File: src/rtl/serv_rf_sp_ram_bridge_pkg.sv
// rtl/serv_rf_sp_ram_bridge_pkg.sv - macro control polarities and arbitration encoding
// Shared by the bridge top and its write buffer.
package serv_rf_sp_ram_bridge_pkg;

   // gf180 single-port macro controls are all active low.
   localparam logic CEN_ON   = 1'b0;
   localparam logic CEN_OFF  = 1'b1;
   localparam logic GWEN_WR  = 1'b0;
   localparam logic GWEN_RD  = 1'b1;
   // Per-bit write-mask values; replicate to the data width at the use site.
   localparam logic WEN_ALL  = 1'b0;
   localparam logic WEN_NONE = 1'b1;

   // What the single port does in the current cycle.
   typedef enum logic [1:0] {
      ARB_IDLE   = 2'd0,
      ARB_READ   = 2'd1,
      ARB_DRAIN  = 2'd2,
      ARB_DIRECT = 2'd3
   } arb_e;

endpackage

File: src/rtl/serv_rf_sp_ram_bridge_if.sv
// rtl/serv_rf_sp_ram_bridge_if.sv - dual-port style register-file RAM request interface
// Signals: waddr/wdata/wen write side, raddr/ren read side, rdata read data
// returned the cycle after ren. master = register-file RAM interface,
// slave = the bridge.
interface serv_rf_sp_ram_bridge_if #(
   parameter int width = 8,
   parameter int aw    = 8
);
   logic [aw-1:0]    waddr;
   logic [width-1:0] wdata;
   logic             wen;
   logic [aw-1:0]    raddr;
   logic             ren;
   logic [width-1:0] rdata;

   modport master (output waddr, wdata, wen, raddr, ren, input rdata);
   modport slave  (input waddr, wdata, wen, raddr, ren, output rdata);
endinterface

File: src/rtl/serv_rf_wbuf.sv
// rtl/serv_rf_wbuf.sv - write buffer FIFO with youngest-match address lookup
// Ports: i_push/i_addr/i_data enqueue, i_pop dequeues the head shown on
// o_head_addr/o_head_data, o_full/o_empty status, i_cmp_addr looked up
// against all valid entries giving o_hit/o_hit_data (youngest match wins).
// The caller must not push when full without a same-cycle pop, nor pop empty.
module serv_rf_wbuf #(
   parameter int width = 8,
   parameter int aw    = 8,
   parameter int depth = 4
) (
   input  logic             i_clk,
   input  logic             i_rst_n,
   input  logic             i_push,
   input  logic [aw-1:0]    i_addr,
   input  logic [width-1:0] i_data,
   input  logic             i_pop,
   output logic [aw-1:0]    o_head_addr,
   output logic [width-1:0] o_head_data,
   output logic             o_full,
   output logic             o_empty,
   input  logic [aw-1:0]    i_cmp_addr,
   output logic             o_hit,
   output logic [width-1:0] o_hit_data
);
   localparam int pw = $clog2(depth);

   logic [aw-1:0]    addr_q [depth];
   logic [aw-1:0]    addr_d [depth];
   logic [width-1:0] data_q [depth];
   logic [width-1:0] data_d [depth];
   // Extra MSB is the wrap bit that separates full from empty.
   logic [pw:0]      wptr_q, wptr_d, rptr_q, rptr_d;
   logic [pw:0]      count;
   logic [pw-1:0]    idx;

   always_comb begin
      addr_d = addr_q;
      data_d = data_q;
      wptr_d = wptr_q;
      rptr_d = rptr_q;
      if (i_push) begin
         addr_d[wptr_q[pw-1:0]] = i_addr;
         data_d[wptr_q[pw-1:0]] = i_data;
         wptr_d = wptr_q + (pw+1)'(1);
      end
      if (i_pop) begin
         rptr_d = rptr_q + (pw+1)'(1);
      end
   end

   always_ff @(posedge i_clk or negedge i_rst_n) begin
      if (!i_rst_n) begin
         addr_q <= '{default: '0};
         data_q <= '{default: '0};
         wptr_q <= '0;
         rptr_q <= '0;
      end else begin
         addr_q <= addr_d;
         data_q <= data_d;
         wptr_q <= wptr_d;
         rptr_q <= rptr_d;
      end
   end

   assign count       = wptr_q - rptr_q;
   assign o_empty     = (wptr_q == rptr_q);
   assign o_full      = (wptr_q[pw] != rptr_q[pw]) && (wptr_q[pw-1:0] == rptr_q[pw-1:0]);
   assign o_head_addr = addr_q[rptr_q[pw-1:0]];
   assign o_head_data = data_q[rptr_q[pw-1:0]];

   // Walk from oldest to youngest so a later match overrides an earlier one.
   always_comb begin
      o_hit      = 1'b0;
      o_hit_data = '0;
      idx        = '0;
      for (int k = 0; k < depth; k++) begin
         idx = rptr_q[pw-1:0] + pw'(k);
         if (((pw+1)'(k) < count) && (addr_q[idx] == i_cmp_addr)) begin
            o_hit      = 1'b1;
            o_hit_data = data_q[idx];
         end
      end
   end

endmodule

File: src/rtl/serv_rf_sp_ram_bridge.sv
// rtl/serv_rf_sp_ram_bridge.sv - two-port register-file RAM requests onto a single-port gf180 macro
// Ports: i_clk, i_rst_n (async active low); bus = request interface (slave);
// o_sram_cen/o_sram_gwen/o_sram_wen/o_sram_a/o_sram_d macro controls (active
// low), i_sram_q macro read data; o_busy write buffer non-empty;
// o_overflow sticky dropped-write flag.
module serv_rf_sp_ram_bridge
   import serv_rf_sp_ram_bridge_pkg::*;
#(
   parameter int width = 8,
   parameter int aw    = 8,
   parameter int depth = 4
) (
   input  logic                    i_clk,
   input  logic                    i_rst_n,
   serv_rf_sp_ram_bridge_if.slave  bus,
   output logic                    o_sram_cen,
   output logic                    o_sram_gwen,
   output logic [width-1:0]        o_sram_wen,
   output logic [aw-1:0]           o_sram_a,
   output logic [width-1:0]        o_sram_d,
   input  logic [width-1:0]        i_sram_q,
   output logic                    o_busy,
   output logic                    o_overflow
);
   arb_e             arb;
   logic             push_req, push, pop, drop;
   logic             buf_full, buf_empty, hit;
   logic [aw-1:0]    head_addr;
   logic [width-1:0] head_data, hit_data;
   logic             fwd_hit_q, fwd_hit_d;
   logic [width-1:0] fwd_data_q, fwd_data_d;
   logic             overflow_q, overflow_d;

   serv_rf_wbuf #(.width(width), .aw(aw), .depth(depth)) u_wbuf (
      .i_clk       (i_clk),
      .i_rst_n     (i_rst_n),
      .i_push      (push),
      .i_addr      (bus.waddr),
      .i_data      (bus.wdata),
      .i_pop       (pop),
      .o_head_addr (head_addr),
      .o_head_data (head_data),
      .o_full      (buf_full),
      .o_empty     (buf_empty),
      .i_cmp_addr  (bus.raddr),
      .o_hit       (hit),
      .o_hit_data  (hit_data)
   );

   // Reads always own the port; buffered writes drain before any direct
   // write so a new write never overtakes an older one. Held idle in reset.
   always_comb begin
      arb = ARB_IDLE;
      if (i_rst_n) begin
         if (bus.ren)        arb = ARB_READ;
         else if (!buf_empty) arb = ARB_DRAIN;
         else if (bus.wen)   arb = ARB_DIRECT;
      end
   end

   always_comb begin
      push_req = bus.wen && ((arb == ARB_READ) || (arb == ARB_DRAIN));
      pop      = (arb == ARB_DRAIN);
      // A pop in the same cycle frees a slot, so full only drops without one.
      push     = push_req && (!buf_full || pop);
      drop     = push_req && !push;
   end

   always_comb begin
      o_sram_cen  = CEN_OFF;
      o_sram_gwen = GWEN_RD;
      o_sram_wen  = {width{WEN_NONE}};
      o_sram_a    = '0;
      o_sram_d    = '0;
      case (arb)
         ARB_READ: begin
            o_sram_cen = CEN_ON;
            o_sram_a   = bus.raddr;
         end
         ARB_DRAIN: begin
            o_sram_cen  = CEN_ON;
            o_sram_gwen = GWEN_WR;
            o_sram_wen  = {width{WEN_ALL}};
            o_sram_a    = head_addr;
            o_sram_d    = head_data;
         end
         ARB_DIRECT: begin
            o_sram_cen  = CEN_ON;
            o_sram_gwen = GWEN_WR;
            o_sram_wen  = {width{WEN_ALL}};
            o_sram_a    = bus.waddr;
            o_sram_d    = bus.wdata;
         end
         default: ;
      endcase
   end

   // The lookup sees the buffer before this cycle's push, so a same-cycle
   // write to the read address is not forwarded and the old data returns.
   always_comb begin
      fwd_hit_d  = (arb == ARB_READ) && hit;
      fwd_data_d = hit_data;
      overflow_d = overflow_q | drop;
   end

   always_ff @(posedge i_clk or negedge i_rst_n) begin
      if (!i_rst_n) begin
         fwd_hit_q  <= 1'b0;
         fwd_data_q <= '0;
         overflow_q <= 1'b0;
      end else begin
         fwd_hit_q  <= fwd_hit_d;
         fwd_data_q <= fwd_data_d;
         overflow_q <= overflow_d;
      end
   end

   assign bus.rdata  = fwd_hit_q ? fwd_data_q : i_sram_q;
   assign o_busy     = !buf_empty;
   assign o_overflow = overflow_q;

endmodule

File: src/flat_wrapper.sv
// flat-port wrapper written by rule: the top's interface ports become plain ports
module serv_rf_sp_ram_bridge_flat import serv_rf_sp_ram_bridge_pkg::*;
#(
   parameter int width = 8,
   parameter int aw    = 8,
   parameter int depth = 4
)
  (i_clk, i_rst_n, o_sram_cen, o_sram_gwen, o_sram_wen, o_sram_a, o_sram_d, i_sram_q, o_busy, o_overflow, bus_waddr, bus_wdata, bus_wen, bus_raddr, bus_ren, bus_rdata);
  serv_rf_sp_ram_bridge_if #(.width(width), .aw(aw)) bus_i ();
  input  logic i_clk;
  input  logic i_rst_n;
  output logic o_sram_cen;
  output logic o_sram_gwen;
  output logic [width-1:0] o_sram_wen;
  output logic [aw-1:0] o_sram_a;
  output logic [width-1:0] o_sram_d;
  input  logic [width-1:0] i_sram_q;
  output logic o_busy;
  output logic o_overflow;
  input wire logic [$bits(bus_i.waddr)-1:0] bus_waddr;
  input wire logic [$bits(bus_i.wdata)-1:0] bus_wdata;
  input wire logic [$bits(bus_i.wen)-1:0] bus_wen;
  input wire logic [$bits(bus_i.raddr)-1:0] bus_raddr;
  input wire logic [$bits(bus_i.ren)-1:0] bus_ren;
  output wire logic [$bits(bus_i.rdata)-1:0] bus_rdata;
  assign bus_i.waddr = bus_waddr;
  assign bus_i.wdata = bus_wdata;
  assign bus_i.wen = bus_wen;
  assign bus_i.raddr = bus_raddr;
  assign bus_i.ren = bus_ren;
  assign bus_rdata = bus_i.rdata;
  serv_rf_sp_ram_bridge #(.width(width), .aw(aw), .depth(depth)) u_core (.i_clk(i_clk), .i_rst_n(i_rst_n), .bus(bus_i), .o_sram_cen(o_sram_cen), .o_sram_gwen(o_sram_gwen), .o_sram_wen(o_sram_wen), .o_sram_a(o_sram_a), .o_sram_d(o_sram_d), .i_sram_q(i_sram_q), .o_busy(o_busy), .o_overflow(o_overflow));
endmodule
File: config.mk
export PLATFORM = sky130hd
export DESIGN_NAME = serv_rf_sp_ram_bridge_flat
export DESIGN_NICKNAME = d
export VERILOG_FILES = /design/src/rtl/serv_rf_sp_ram_bridge_pkg.sv /design/src/rtl/serv_rf_sp_ram_bridge_if.sv /design/src/rtl/serv_rf_wbuf.sv /design/src/rtl/serv_rf_sp_ram_bridge.sv /design/src/flat_wrapper.sv
export SDC_FILE = /design/constraint.sdc
export NUM_CORES = 1
export LEC_CHECK = 0
export BUFFER_PORTS_ARGS = -buffer_cell sky130_fd_sc_hd__buf_4
export CORE_MARGIN = 4
export CORE_UTILIZATION = 63
export CTS_BUF_LIST = sky130_fd_sc_hd__clkbuf_16
export CTS_CLUSTER_SIZE = 10
export DETAILED_ROUTE_END_ITERATION = 6
export PLACE_DENSITY = 0.88
export SETUP_SLACK_MARGIN = 0.3
export SYNTH_ARGS = -nofsm -noshare
export SYNTH_HDL_FRONTEND = slang
export SYNTH_HIERARCHICAL = 1
export SYNTH_SLANG_ARGS = --single-unit
File: constraint.sdc
create_clock -name i_clk -period 11.2 [get_ports i_clk]
set_input_delay 0.56 -clock i_clk [delete_from_list [all_inputs] [get_ports i_clk]]
set_output_delay 0.56 -clock i_clk [all_outputs]
set_load 0.01 [all_outputs]
==> impl_metrics.yaml <==
cells_and_area:
  drive_gt1_share_pct: 45.0
  instances_no_fill: 608
  areaGrowthSynthToFinish_pct: 13.6
  nets: 542
  antenna_cells: 0
  final_core_util_pct: 74.8
worst_setup_path:
  worst-r2r-cell-count: 11
  crit_path_start_kind: "register"
  r2r-start: "u_core/u_wbuf/rptr_q[1]"
  critPathMaxFanout: 22
  critical_path_class: "register to register"
  r2r_end: "u_core/u_wbuf/data_q[3]"
  reg2reg_slack_ns: 5.86
  cp.required_ns: 11.41
  end_kind: "register"
  cp_data_arrival_time_ns: 5.55
die:
  ios: 72
  core-area_sq_mm: 0.00889
  die_w_um: 104
  design.die.area_sq_mm: 0.0109
  rows: 34
  die_height_um: 104
  start_util_pct: 65.8
flow_run:
  cap_violations: 0
sta:
  hold-worst-slack_ns: 0.498
  post-route-period-util_pct: 47.7
  min_period_ns: 5.34
  fin_skew_ns: 0.00386
  drv_slew: 0
  finalHoldViolCount: 0
  setup-tns-final_ns: 0
  tightest_slew_ns: 1.05
  slew_headroom_pct: 30.0
  max_clock_freq_mhz: 187
  rsz0062_at_grt: "false"
  setup_viol: 0
place:
  placedCellCount: 592
  port_buffers: 71
  gp_congestion: 0.887
  hpwl_um: 9190
synthesis:
  yosysMostFrequentCell: "dfrtp_1"
  synth.largest_area_cell: "dfrtp_1"
  async_flop_share_pct: 100
  yosysTopAreaCellShare_pct: 34.2
  synth_enable_flop_cells: 0
  synth_top_cells_by_count: "80 x dfrtp_1, 73 x mux2_2, 56 x mux4_2, 22 x xnor2_1, 19 x nand2_1"
  synth_mux_area_share_pct: 39.4
  synth_cell_type_count: 46
  synth-simple-area-share_pct: 7.46
  syn-cell-area_sq_mm: 0.00585
  synth_top_family_by_area: "multiplexers"
  yosysSeqAreaShare_pct: 34.2
  synth.avg_cell_area_sq_um: 13.1
  synth_warnings: 6
  synth_compound_area_share_pct: 6.24
  ys_ff_latch: 80
  synthAdderAreaFrac_pct: 2.48
  syn_inst: 448
  synth.area.top_cells: "dfrtp_1 34%, mux4_2 22%, mux2_2 14%, xnor2_1 3.3%, mux4_1 3.1%"
  synth_xor_area_share_pct: 5.64
  synth_nets: 495
  synth-main-ff-cell: "dfrtp_1"
min_path:
  hold_end: "u_core/u_wbuf/data_q[8]"
  hold-path-cell-count: 2
  hold_path.class: "input port to register"
  min-delay-start: "bus_wdata[0]"
grt:
  gr-total-overflow: 0
  grt_max_degree: 85
  antenna_found_initial: 0
  grt_first_pass_wirelength_um: 22700
  grtUsageTotal_pct: 26.2
  grt_pass1_vias: 4446
detailed_routing:
  drc_errors: 0
  firstDrtPassIters: 5
  wl_per_cell_um: 22.4
  drt_first_iter_violations: 290
  ant_nets: 0
  drt_wl_total_um: 13600
  vias: 4174
  routed_via_density: 6.87
clock_network:
  insertion_delay_ns: 0.33
  numCtsBuffers: 9
  clk_path_buf_depth: 2
  cts.sinks: 80
  cts_setup_buffers: 0
  clockRootBuffer: "clkbuf_16"
  cts_max_level: 3
  path_clk_slew_ns: 0.06
  cts-resized-gates: 0
  cts_tree: "built"
  cts_hold_buf: 0
pwr:
  p_per_area_mw_per_mm2: 317
  max-vdd-ir-drop_mv: 0.186
  leakage_nw: 2.79
outcome:
  status: "finished, final reports clean"
metal layers:
layer	GRT usage [%]	vias up	wire length, um
li1	-	1817	-
met1	32.8	2130	5190
met2	45.5	198	7150
met3	4.41	29	925
met4	9.88	0	361
met5	0	-	0
flip-flops by register name (all words and copies together) (netlist names):
| name | count |
|---|---|
| u_core/fwd_hit_q | 1 |
| u_core/u_wbuf/wptr_q | 3 |
| u_core/u_wbuf/rptr_q | 3 |
| u_core/o_overflow | 1 |
| u_core/fwd_data_q | 8 |
| u_core/u_wbuf/data_q | 32 |
| u_core/u_wbuf/addr_q | 32 |
kinds of logic after synthesis:
kind of cell,count (synthesis)
and+or+nand+nor,79
adders and majority gates,11
DFF,80
buffers and inverters,51
xor gates and xnor gates,36
AOI/OAI and AO/OA,51
muxes,140
stage by stage:
step	instance area (sq um)	total power [mW]	setup slack, ns
after global routing	6650	2.24	5.49
after global placement	6340	1.72	6.18
after CTS	6650	2.11	5.91
final	6650	2.11	5.86
after detailed placement	6340	1.79	5.94
after floorplan	5850	1.54	7.19
report_power, final:
group / internal, mW / switching, mW / total, mW / leakage (nW)
clock: 0.194 / 0.117 / 0.311 / 0.158
sequential: 0.422 / 0.170 / 0.592 / 0.986
combinational: 0.703 / 0.504 / 1.21 / 1.64
total: 1.32 / 0.791 / 2.11 / 2.79
worst max-delay path by stage:
stage	startpoint	depth (start not counted)	slack (ns)	end
after floorplan	u_core/u_wbuf/rptr_q[1]	16	7.19	u_core/u_wbuf/addr_q[0]
after global placement	u_core/u_wbuf/rptr_q[1]	11	6.18	u_core/u_wbuf/data_q[7]
after detailed placement	u_core/u_wbuf/rptr_q[1]	11	5.94	u_core/u_wbuf/addr_q[1]
after CTS	u_core/u_wbuf/rptr_q[1]	11	5.91	u_core/u_wbuf/data_q[3]
after global routing	u_core/u_wbuf/rptr_q[1]	11	5.49	u_core/u_wbuf/addr_q[2]
final	u_core/u_wbuf/rptr_q[1]	11	5.86	u_core/u_wbuf/data_q[3]
critical path, stage by stage, from the launching register on:
cell	delay, ns
dfrtp_1	0.73
buf_4	0.40
inv_1	0.14
ha_1	0.30
and3_1	0.22
and2_1	0.17
o21ai_0	0.23
ha_1	0.88
nor2b_1	0.15
nor3b_1	0.64
nand2_1	0.81
mux2_2	0.54
cell type report:
type | count | area, sq um
fillers | 538 | 2240
inverters | 11 | 41.3
well taps | 108 | 135
clock buffers | 9 | 225
clock inverters | 7 | 88.8
repair buffers | 76 | 571
multi-input cells | 317 | 3580
flip-flops and latches | 80 | 2010
placed cells by master, fill, tap and decap left out, drive strengths merged, types with 2 or more instances in the layout:
cell type  Yosys  routed
a22oi          8       8
mux4          63      63
mux2          73      73
and2           3       3
a31oi          7       7
buf           25      76
xor2          13      13
nand3         11      11
inv           11      13
ha            10      10
bufinv         0       2
xnor2         22      22
nor2b          2       2
dfrtp         80      80
a21o           8       8
o21ai          5       5
clkinv         0       2
nand2         19      19
clkbuf        15       9
nand2b        17      17
mux2i          4       4
nor4           3       3
a22o           8       8
nand4          3       3
nor2          12      12
o22ai          9       9
No activity file was read; power rests on OpenSTA's default activity.
